`config.mk`:
```
export PLATFORM = sky130hd
export DESIGN_NAME = dmux_stream_sched
export DESIGN_NICKNAME = d
export VERILOG_FILES = /design/src/rtl/dmux_sched_pkg.sv /design/src/rtl/dmux_lane_steer.sv /design/src/rtl/dmux_stream_sched.sv
export SDC_FILE = /design/constraint.sdc
export NUM_CORES = 1
export LEC_CHECK = 0
export CAP_MARGIN = 20
export CORE_MARGIN = 2
export CORE_UTILIZATION = 37
export DETAILED_ROUTE_END_ITERATION = 8
export PLACE_DENSITY = 0.75
export SYNTH_ARGS = -nofsm -noshare
export SYNTH_HDL_FRONTEND = slang
export SYNTH_SLANG_ARGS = --single-unit
```
`constraint.sdc`:
```
create_clock -name clk -period 2 [get_ports clk]
set_input_delay 0.2 -clock clk [delete_from_list [all_inputs] [get_ports clk]]
set_output_delay 0.2 -clock clk [all_outputs]
set_load 0.005 [all_outputs]
```
`src/rtl/dmux_sched_pkg.sv`:
```
// Shared types and helpers for the dmux_stream_sched block.
//   state_e    : IDLE / HOLD state of the one-entry holding register
//   MODE_*     : encoding of the mode input
//   next_ptr() : round-robin wrap rule (n-1 -> 0, else +1)
//   wrap_idx() : folds an index in [0, 2n) back into [0, n)
package dmux_sched_pkg;

  typedef enum logic {
    IDLE = 1'b0,
    HOLD = 1'b1
  } state_e;

  localparam logic MODE_RR    = 1'b0;
  localparam logic MODE_FIXED = 1'b1;

  // Round-robin successor of ptr among n channels.
  function automatic int unsigned next_ptr(input int unsigned ptr, input int unsigned n);
    return (ptr == n - 1) ? 0 : ptr + 1;
  endfunction

  // An index held in clog2(n) bits is always below 2n, so one subtraction wraps it.
  function automatic int unsigned wrap_idx(input int unsigned idx, input int unsigned n);
    return (idx >= n) ? idx - n : idx;
  endfunction

endpackage

```
`src/rtl/dmux_lane_steer.sv`:
```
// N-way demultiplexer lane steering (combinational).
// Decodes the held destination into a one-hot valid vector and places the
// held word on that lane only; every other lane is driven to zero.
//   i_active    : a word is held (HOLD state)
//   i_dest      : destination channel of the held word
//   i_data      : held word
//   o_valid_c   : one-hot channel valid, all-zero when not active
//   o_data_c    : flattened lanes, lane k = i_data when selected else 0
module dmux_lane_steer
  import dmux_sched_pkg::*;
#(
  parameter int unsigned N_OUT = 2,
  parameter int unsigned WIDTH = 8,
  parameter int unsigned PTR_W = 1
) (
  input  logic                   i_active,
  input  logic [PTR_W-1:0]       i_dest,
  input  logic [WIDTH-1:0]       i_data,
  output logic [N_OUT-1:0]       o_valid_c,
  output logic [N_OUT*WIDTH-1:0] o_data_c
);

  // One-hot decode plus lane zeroing.
  always_comb begin
    o_valid_c = '0;
    o_data_c  = '0;
    for (int unsigned k = 0; k < N_OUT; k++) begin
      if (i_active && (i_dest == PTR_W'(k))) begin
        o_valid_c[k]                = 1'b1;
        o_data_c[k*WIDTH +: WIDTH]  = i_data;
      end
    end
  end

endmodule

```
`src/rtl/dmux_stream_sched.sv`:
```
// Stream scheduler for a 1-to-N demultiplexer.
// Accepts one valid/ready stream and steers each word to exactly one of
// N_OUT channels, chosen round-robin (mode=0) or from sel (mode=1).
// A one-entry holding register (IDLE/HOLD) isolates the producer from
// consumer back-pressure; simultaneous drain and refill gives 1 word/clock.
// Optional: define DMUX_STREAM_SCHED_MASK_EN to add chan_en, which restricts
// round-robin selection to enabled channels.
//   clk, reset (sync, active-high)
//   mode, sel              : destination policy
//   in_valid/in_ready/in_data : producer stream
//   out_valid/out_ready/out_data : N consumer channels (flattened lanes)
//   chan_en                : round-robin eligibility (mask build only)
//   cur_dest               : held destination (HOLD) or RR pointer (IDLE)
//   busy                   : high in HOLD
module dmux_stream_sched
  import dmux_sched_pkg::*;
#(
  parameter  int unsigned N_OUT = 2,
  parameter  int unsigned WIDTH = 8,
  localparam int unsigned PTR_W = (N_OUT > 1) ? $clog2(N_OUT) : 1
) (
  input  logic                   clk,
  input  logic                   reset,
  input  logic                   mode,
  input  logic [PTR_W-1:0]       sel,
  input  logic                   in_valid,
  input  logic [WIDTH-1:0]       in_data,
  output logic                   in_ready,
  output logic [N_OUT-1:0]       out_valid,
  output logic [N_OUT*WIDTH-1:0] out_data,
  input  logic [N_OUT-1:0]       out_ready,
`ifdef DMUX_STREAM_SCHED_MASK_EN
  input  logic [N_OUT-1:0]       chan_en,
`endif
  output logic [PTR_W-1:0]       cur_dest,
  output logic                   busy
);

  state_e             r_state;
  state_e             w_state_nxt;
  logic [PTR_W-1:0]   r_rr_ptr;
  logic [PTR_W-1:0]   r_dest;
  logic [WIDTH-1:0]   r_data;
  logic               r_rr_word;

  logic               w_out_fire;
  logic               w_in_fire;
  logic [PTR_W-1:0]   w_rr_base;
  logic [PTR_W-1:0]   w_rr_pick;
  logic               w_rr_found;
  logic [PTR_W-1:0]   w_sel_wrap;
  logic [PTR_W-1:0]   w_new_dest;
  logic               w_accept_ok;
  logic               w_active;

  assign w_out_fire = (r_state == HOLD) && out_ready[r_dest];
  assign w_in_fire  = in_valid && in_ready;

  // The pointer a refill would see: already advanced if an RR word drains this cycle.
  assign w_rr_base = (w_out_fire && r_rr_word) ? PTR_W'(next_ptr(32'(r_dest), N_OUT))
                                               : r_rr_ptr;

`ifdef DMUX_STREAM_SCHED_MASK_EN
  // Circular search for the first enabled channel at or after w_rr_base.
  logic [PTR_W-1:0] w_idx;
  always_comb begin
    w_rr_pick  = w_rr_base;
    w_rr_found = 1'b0;
    w_idx      = '0;
    for (int unsigned k = 0; k < N_OUT; k++) begin
      w_idx = PTR_W'((32'(w_rr_base) + k) % N_OUT);
      if (!w_rr_found && chan_en[w_idx]) begin
        w_rr_pick  = w_idx;
        w_rr_found = 1'b1;
      end
    end
  end
`else
  assign w_rr_pick  = w_rr_base;
  assign w_rr_found = 1'b1;
`endif

  assign w_sel_wrap  = PTR_W'(wrap_idx(32'(sel), N_OUT));
  assign w_new_dest  = (mode == MODE_FIXED) ? w_sel_wrap : w_rr_pick;
  assign w_accept_ok = (mode == MODE_FIXED) || w_rr_found;

  // State register.
  always_ff @(posedge clk) begin
    if (reset) r_state <= IDLE;
    else       r_state <= w_state_nxt;
  end

  // Next-state logic.
  always_comb begin
    w_state_nxt = r_state;
    unique case (r_state)
      IDLE:    if (w_in_fire) w_state_nxt = HOLD;
      HOLD:    if (w_out_fire && !w_in_fire) w_state_nxt = IDLE;
      default: w_state_nxt = IDLE;
    endcase
  end

  // Output logic; in_ready is a pass-through of the chosen consumer in HOLD.
  always_comb begin
    in_ready = 1'b0;
    busy     = 1'b0;
    w_active = 1'b0;
    cur_dest = r_rr_ptr;
    unique case (r_state)
      IDLE: in_ready = !reset && w_accept_ok;
      HOLD: begin
        in_ready = !reset && out_ready[r_dest];
        busy     = 1'b1;
        w_active = 1'b1;
        cur_dest = r_dest;
      end
      default: ;
    endcase
  end

  // Holding register and round-robin pointer.
  always_ff @(posedge clk) begin
    if (reset) begin
      r_rr_ptr  <= '0;
      r_dest    <= '0;
      r_data    <= '0;
      r_rr_word <= 1'b0;
    end else begin
      if (w_out_fire && r_rr_word) r_rr_ptr <= PTR_W'(next_ptr(32'(r_dest), N_OUT));
      if (w_in_fire) begin
        r_data    <= in_data;
        r_dest    <= w_new_dest;
        r_rr_word <= (mode == MODE_RR);
      end
    end
  end

  dmux_lane_steer #(
    .N_OUT (N_OUT),
    .WIDTH (WIDTH),
    .PTR_W (PTR_W)
  ) u_steer (
    .i_active  (w_active),
    .i_dest    (r_dest),
    .i_data    (r_data),
    .o_valid_c (out_valid),
    .o_data_c  (out_data)
  );

endmodule

```
== Word-level counts from Yosys, hierarchy flattened ==
Cells that the tools add are included.

* Order comparisons: 1
* Add/sub/neg operators: 1
* Muxes and demuxes: 15
* Bitwise gates (word level): 3
* Reduce and logical (&&, ||, !) cells: 9

{| class="wikitable"
|+ Operator list
! operator !! count
|-
| $mux 8 || 2
|-
| $mux 1 || 11
|-
| $logic_and 1x1->1 || 7
|-
| $pmux 1 s2 || 2
|-
| $not 1->1 || 3
|-
| $logic_not 1->1 || 2
|-
| $lt 1x2->1 const B || 1
|-
| $add 1x1->1 const B || 1
|}

* Register bits: 12
* Output and inout bits: 21

== Logic depth before layout (Yosys ltp) ==
Gate-level depths: netlist (run 1).

* Word-level depth: 9
* Gate-level depth with buffers: 4
* Gate-level depth less buffers: 3

== By module ==
From an unflattened synthesis (run 1), not the netlist that was laid out.

* Cells, all modules: 72
* Area total of the unflattened synthesis: 709.4 sq um

{| class="wikitable"
|+ By module, submodules not included
! module !! cells an instance !! times used !! area an instance (sq um)
|-
| dmux_stream_sched || 52 || 1 || 553.0
|-
| dmux_lane_steer || 20 || 1 || 156.4
|}

== Worst setup path after synthesis (run 1) ==
Ideal clock, no wire load.

* Kind: flip-flop to flip-flop
* Start point: register r_dest
* End point: register r_data[0]
* Path buffers: 0
* Arrival time: 1366 ps
* Period minus slack after synthesis: 1487 ps
* Setup slack: 513 ps
* Stages on the path, launching flop included: 4
* Cell sequence: dfxtp_1 -> nand2_2 -> a311oi_4 -> mux2_2

* Cells in the longest elaborated chain, start to end: 5

{| class="wikitable"
|+ Ends and longest elaborated chain
! item !! line !! source
|-
| start: declaration || dmux_stream_sched.sv:42 || <nowiki>logic [PTR_W-1:0] r_dest;</nowiki>
|-
| start signal: assignment || dmux_stream_sched.sv:132 || <nowiki>r_dest <= w_new_dest;</nowiki>
|-
| $mux 1 (not written as such) (2 in series) || dmux_stream_sched.sv:112 || <nowiki>in_ready = !reset && out_ready[r_dest];</nowiki>
|-
| $logic_and 1x1->1 || dmux_stream_sched.sv:112 ||
|-
| $pmux 1 s2 || dmux_stream_sched.sv:109 || <nowiki>unique case (r_state)</nowiki>
|-
| $logic_and 1x1->1 || dmux_stream_sched.sv:57 || <nowiki>assign w_in_fire = in_valid && in_ready;</nowiki>
|-
| end signal: assignment || dmux_stream_sched.sv:131 || <nowiki>r_data <= in_data;</nowiki>
|-
| end: declaration || dmux_stream_sched.sv:43 || <nowiki>logic [WIDTH-1:0] r_data;</nowiki>
|}

Every way passes these cells. The select of a mux whose other input is x is not followed.
A chain may end at the register's enable or synchronous reset.

== Final worst setup path (run 1) ==
* Start point: register r_dest
* End point: output in_ready

* Cells in the longest elaborated chain, start to end: 4

{| class="wikitable"
|+ Ends and longest elaborated chain
! item !! line !! source
|-
| $mux 1 (not written as such) (2 in series) || dmux_stream_sched.sv:112 ||
|-
| $logic_and 1x1->1 || dmux_stream_sched.sv:112 ||
|-
| $pmux 1 s2 || dmux_stream_sched.sv:109 ||
|-
| end: declaration || dmux_stream_sched.sv:28 || <nowiki>output logic in_ready,</nowiki>
|}

Every way passes these cells. The select of a mux whose other input is x is not followed.

==> results of run 1 <==
## repair_timing
| action | CTS | global route |
|---|---|---|
| gates resized for setup | 3 | 0 |
| endpoints found under the setup margin | 9 | 0 |
| hold endpoints to repair | 0 | 0 |
## cells by family after synthesis
kind of cell / Yosys count
flip-flops: 12
buffers and inverters: 6
AO/OA/AOI/OAI: 9
AND/OR/NAND/NOR: 35
multiplexers: 9
## how the worst min path moves through the flow
stage | end | startpoint
after floorplan | r_rr_word | mode
after global placement | r_rr_word | r_rr_word
final | r_rr_word | r_rr_word
after detailed placement | r_rr_word | r_rr_word
after CTS | r_rr_word | r_rr_word
after global routing | r_rr_word | r_rr_word
## area by class of cell
type | count | area [sq um] | area share, %
multi-input combinational | 53 | 408 | 37.0
sequential | 12 | 241 | 21.9
timing repair buffer | 38 | 373 | 33.9
tap | 25 | 31.3 | 2.84
clock buffer | 4 | 36.3 | 3.30
inverter | 3 | 11.3 | 1.02
## flip-flops by register name, summed over array words and instances (netlist names)
register / count
r_state: 1
r_data: 8
r_rr_word: 1
r_dest: 1
r_rr_ptr: 1
## report_power, final
part | internal (mW) | total [mW] | leakage [nW] | switching (mW)
Combinational | 0.0860 | 0.136 | 0.343 | 0.0505
Clock | 0.111 | 0.195 | 0.0210 | 0.0841
Sequential | 0.259 | 0.276 | 0.0996 | 0.0169
Total | 0.455 | 0.607 | 0.463 | 0.151
## per-layer routing
metal  up-vias  track usage [%]  wire length [um]
li1        329                -                 -
met1       302             25.8               803
met2        23             28.9               798
met3         2             4.31                91
met4         0             6.86                 9
met5         -                0                 0
## through the flow
| stage | worst slack (ns) | instances | hold WS (ns) | util [%] | instance area (sq um) |
|---|---|---|---|---|---|
| after floorplan | 0.513 | 71 | 0.298 | - | 663 |
| after global placement | 0.138 | 131 | 0.479 | 61.8 | 1060 |
| after detailed placement | 0.0873 | 131 | 0.479 | 61.8 | 1060 |
| after CTS | 0.158 | 135 | 0.491 | 64.5 | 1100 |
| after global routing | 0.0834 | 135 | 0.526 | 64.5 | 1100 |
| final | 0.170 | 135 | 0.489 | 64.5 | 1100 |
## synthesized netlist by cell type
| cell type | instances | area [sq um] |
|---|---|---|
| nand2b_4 | 1 | 13.8 |
| a32o_1 | 1 | 10.0 |
| inv_1 | 3 | 11.3 |
| nand3_1 | 2 | 10.0 |
| nor2_1 | 2 | 7.51 |
| and3_1 | 8 | 50.1 |
| a31oi_1 | 2 | 12.5 |
| dfxtp_1 | 12 | 240 |
| a21oi_1 | 1 | 5.00 |
| o41ai_1 | 1 | 8.76 |
| mux2i_1 | 1 | 10.0 |
| a21o_1 | 1 | 7.51 |
| o21ai_0 | 1 | 5.00 |
| nand2_2 | 1 | 6.26 |
| nand2_1 | 2 | 7.51 |
| and2_1 | 9 | 56.3 |
| and4_1 | 1 | 8.76 |
| a2bb2oi_1 | 1 | 8.76 |
| a311oi_4 | 1 | 26.3 |
| mux2_2 | 8 | 90.1 |
| clkbuf_1 | 3 | 11.3 |
| nor2b_1 | 9 | 56.3 |
## worst register-to-register path, cell delays in order, from the launching register on
cell      delay, ns
dfxtp_2        0.51
nand2_2        0.14
a311oi_4       0.29
buf_4          0.23
mux2_2         0.35
==> run_results.csv, run 1 <==
group,metric,value,unit
status,status,"completed",
floorplanning,dieArea,2150,sq um
final_layout,final_nets,126,
clock_tree,clk_pin_slew,0.08,ns
timing,setup_tns,0,ns
final_layout,syn_to_final_growth,66.0,%
synthesis,syn_inst,71,
grt,grt_pass1_wl,2870,um
critical_path,cp_data_arrival_time,1.63,ns
min_path,worstHoldPathCells,2,
clock_tree,cts_inserted_buffers,3,
critical_path,reg2regPathDepth,4,
drt,drc,0,
synthesis,synth-seq-area-share,36.2,%
synthesis,synth-adder-area-share,0,%
grt,grt_max_degree,17,
min_path,hold_class,"register to register",
clock_tree,cts_sinks,12,
floorplanning,start_util,38.8,%
synthesis,yosys_warnings,0,
clock_tree,clockBufferDepth,2,
synthesis,ys_types,22,
final_layout,nFillCells,154,
floorplanning,io_pins,36,
synthesis,synth-simple-area-share,32.6,%
drt,drt_iter0_markers,2,
critical_path,cp-end-kind,"output pin",
floorplanning,die_h,46.3,um
placement,dp.final_hpwl,1300,um
grt,grt_pass1_vias,645,
critical_path,r2r-end,"r_data[7]",
critical_path,crit_fanout,16,
critical_path,r2r_start,"r_dest",
power,power,0.607,mW
drt,vias_per_cell,4.86,
critical_path,r2r_slack,0.38,ns
critical_path,cp-startpoint,"r_dest",
drt,via_count,656,
grt,overflow,0,
synthesis,synth-xor-area-share,0,%
drt,wl_per_cell,12.6,um
grt,grt.total_usage,18.9,%
run,cap_violations,0,
final_layout,n_antenna_cell,0,
timing,fin_crit_sh,91.5,%
synthesis,synth_area,663,sq um
clock_tree,cts_setup_buffers,0,
critical_path,cpMaxStageDelayCell,"clkdlybuf4s50_1",
clock_tree,postCtsHoldBufs,0,
clock_tree,cts_tree,"built",
drt,wl,1700,um
grt,antenna_found_initial,0,
critical_path,required,1.80,ns
synthesis,synth_mux_area_share,15.1,%
power,power.density,551,nW/um^2
synthesis,synth_compound_area_share,12.6,%
clock_tree,clock_tree.root_cell,"clkbuf_4",
synthesis,ys_ff_latch,12,
critical_path,worstSetupPathDepth,3,
timing,hold_violations,0,
critical_path,critPathLaunchType,"register",
floorplanning,fp.dieW,46.3,um
placement,routabilityCongestion,0.808,
clock_tree,insertion_delay,0.27,ns
critical_path,criticalPathCategory,"register to output pin",
drt,drtPass1Iterations,4,
critical_path,path_delay_family,"buffers and inverters",
timing,relSlewSlack,78.5,%
clock_tree,htree_levels,1,
final_layout,drive_gt1_share,18.2,%
floorplanning,core_area,1710,sq um
timing,fin_skew,0.000553,ns
timing,slew_viol_final,0,
timing,max_freq,547,MHz
power,ir_drop,262,uV
critical_path,crit_buf_inv,1,
synthesis,synth_area_per_cell,9.34,sq um
critical_path,crit_path_end,"in_ready",
critical_path,crit_chain,"nand2_2 > a31oi_1 > clkdlybuf4s50_1",
timing,tightest_slew,0.318,ns
synthesis,syn_nets,86,
final_layout,mostFrequentLayoutCells,"clkdlybuf4s50_1 (35), dfxtp_1 (11), and2_1 (9), nor2b_1 (9)",
synthesis,synth_top_family_by_area,"simple AND/OR/NAND/NOR gates",
timing,setup_viol,0,
placement,portBuffers,35,
power,power_leakage,0.463,nW
critical_path,slowest_delay,0.52,ns
final_layout,final_common_cell,"clkdlybuf4s50_1",
drt,antenna_left,0,
timing,grt_setup_unrepaired,"false",
timing,post-route-min-period,1.83,ns
floorplanning,num_rows,15,
(Power assumes the default switching activity.)
==> inputs of run 2 (changes only) <==
--- a/config.mk
+++ b/config.mk
@@ -6,10 +6,12 @@
 export NUM_CORES = 1
 export LEC_CHECK = 0
 export CAP_MARGIN = 20
+export CORE_ASPECT_RATIO = 1.25
 export CORE_MARGIN = 2
-export CORE_UTILIZATION = 37
+export CORE_UTILIZATION = 38
 export DETAILED_ROUTE_END_ITERATION = 8
 export PLACE_DENSITY = 0.75
 export SYNTH_ARGS = -nofsm -noshare
 export SYNTH_HDL_FRONTEND = slang
+export SYNTH_HIERARCHICAL = 1
 export SYNTH_SLANG_ARGS = --single-unit
==> run 2 against run 1 <==
Effect of this change: power decreased by 8.8%; sequential cell count unchanged; largest cell class unchanged; design area increased by 1.5%; combinational power increased by 5%; sequential power about the same; maximum frequency decreased by 2.2%; synthesized cell count increased by 1.4%; via count increased by 0.15%; global-route usage decreased by 3.3 points; hold slack improved by 0.0052 ns.
==> run_results.csv, run 2 <==
group,metric,value,unit
drt,antenna_left,0,
floorplanning,num_rows,17,
synthesis,synth_top_area_share,33.9,%
final_layout,final_nets,128,
timing,setup_tns,0,ns
clock_tree,htree_levels,1,
timing,slew_viol_final,0,
clock_tree,clock_tree.root_cell,"clkbuf_4",
timing,fin_skew,0.00358,ns
timing,post-route-min-period,1.87,ns
grt,grt.total_usage,15.6,%
synthesis,netlist.top_cell.by_area,"dfxtp_1",
timing,relSlewSlack,79.8,%
clock_tree,clk_pin_slew,0.06,ns
final_layout,mostFrequentLayoutCells,"clkdlybuf4s50_1 (35), dfxtp_1 (12), mux2_2 (9), nor2b_1 (9), and3_1 (8)",
final_layout,nFillCells,144,
grt,grt_max_degree,18,
clock_tree,clockBufferDepth,2,
timing,setup_viol,0,
timing,tightest_slew,0.302,ns
placement,dp.final_hpwl,1220,um
synthesis,synth-adder-area-share,0,%
final_layout,largest_reg_flops,8,
min_path,hold_class,"register to register",
run,cap_violations,0,
synthesis,synth_edf_count,0,
clock_tree,ctsResizeCount,0,
timing,max_freq,534,MHz
floorplanning,die_h,52.3,um
synthesis,ys_types,26,
grt,antenna_found_initial,0,
synthesis,yosysMostFrequentCell,"dfxtp_1",
final_layout,largest-register,"r_data",
grt,overflow,0,
critical_path,crit_fanout,16,
synthesis,synth_top_family_by_area,"simple AND/OR/NAND/NOR gates",
placement,portBuffers,35,
drt,drc,0,
drt,wl,1610,um
drt,via_count,657,
critical_path,cp-end-kind,"output pin",
power,ir_drop,329,uV
critical_path,criticalPathCategory,"register to output pin",
final_layout,utilization,63.3,%
floorplanning,dieArea,2230,sq um
status,status,"completed",
synthesis,synth_flop_cell,"dfxtp_1",
grt,grt_pass1_wl,2610,um
drt,vias_per_cell,5.05,
synthesis,syn_nets,87,
synthesis,ys_ff_latch,12,
synthesis,yosys_warnings,6,
placement,routabilityCongestion,0.726,
floorplanning,io_pins,36,
synthesis,synth_area_per_cell,9.85,sq um
final_layout,drive_gt1_share,20.7,%
floorplanning,start_util,40.2,%
synthesis,synth_mux_area_share,15.7,%
drt,drtPass1Iterations,4,
drt,wl_per_cell,12.4,um
floorplanning,core_area,1770,sq um
clock_tree,cts_setup_buffers,0,
clock_tree,insertion_delay,0.26,ns
clock_tree,cts_tree,"built",
power,power.density,496,nW/um^2
timing,fin_crit_sh,93.6,%
critical_path,cp_data_arrival_time,1.67,ns
floorplanning,fp.dieW,42.6,um
clock_tree,cts_sinks,12,
synthesis,synth_area,709,sq um
critical_path,critPathLaunchType,"register",
synthesis,synth-simple-area-share,34.4,%
synthesis,synth-xor-area-share,0,%
synthesis,synth_area_leaders,"dfxtp_1 (34%), mux2_2 (14%), nor2b_1 (7.9%)",
clock_tree,cts_inserted_buffers,3,
critical_path,required,1.80,ns
synthesis,synth_compound_area_share,10.8,%
synthesis,async_flop_share,0,%
clock_tree,postCtsHoldBufs,0,
drt,drt_iter0_markers,4,
final_layout,n_antenna_cell,0,
power,power_leakage,0.488,nW
timing,grt_setup_unrepaired,"false",
grt,grt_pass1_vias,641,
synthesis,synth_common_cells,"dfxtp_1 (12), mux2_2 (9), nor2b_1 (9), and3_1 (8), and3b_1 (6)",
final_layout,syn_to_final_growth,57.5,%
timing,hold_violations,0,
final_layout,final_common_cell,"clkdlybuf4s50_1",
synthesis,syn_inst,72,
synthesis,synth-seq-area-share,33.9,%
-- run 2: area by class of cell --
class	instances	area (sq um)	area share, %
Clock buffer	3	22.5	2.02
Timing Repair Buffer	40	388	34.7
Sequential cell	12	240	21.5
Multi-Input combinational cell	53	432	38.6
Tap cell	19	23.8	2.13
Inverter	3	11.3	1.01
-- run 2: final timing paths --
kind | from | endpoint | slack (ns) | cells past startpoint
setup / recovery | r_dest | out_data[15] | 0.13 | 3
hold / removal | r_rr_word | r_rr_word | 0.49 | 2
setup reg to reg | r_dest | r_data[6] | 0.41 | 4
hold reg to reg | r_rr_word | r_rr_word | 0.49 | 2
-- run 2: cells by family (layout without fill, tap and decap cells) --
group,Yosys count,after routing
multiplexers,10,10
buffers and inverters,7,46
AO/OA/AOI/OAI,8,8
AND/OR/NAND/NOR,35,35
flip-flops,12,12
-- run 2: per-layer routing --
metal	vias up	track usage, %	part of all wire [%]
li1	340	-	-
met1	299	16.9	44
met2	16	27.5	51
met3	2	3.10	3.5
met4	0	9.38	1.1
met5	-	0	0
-- run 2: report_power, final --
part / internal [mW] / switching [mW] / total, mW
sequential: 0.259 / 0.0141 / 0.273
clock: 0.0694 / 0.0683 / 0.138
combinational: 0.0917 / 0.0514 / 0.143
-- run 2: worst max-delay path, cell delays in order, from the launching register on --
cell and delay [ns]:
dfxtp_1 0.49, buf_4 0.25, and3_1 0.17, clkdlybuf4s50_1 0.50
-- run 2: metrics by stage --
| stage | hold WS [ns] | worst slack, ns | cell area, sq um | std cells | total power [mW] |
|---|---|---|---|---|---|
| 2_1_floorplan | 0.298 | 0.357 | 709 | 72 | 0.348 |
| 3_3_place_gp | 0.478 | 0.206 | 1090 | 127 | 0.420 |
| 3_5_place_dp | 0.488 | 0.178 | 1090 | 127 | 0.422 |
| 4_1_cts | 0.497 | 0.103 | 1120 | 130 | 0.566 |
| 5_1_grt | 0.513 | 0.00312 | 1120 | 130 | 0.589 |
| 6_report | 0.494 | 0.129 | 1120 | 130 | 0.554 |
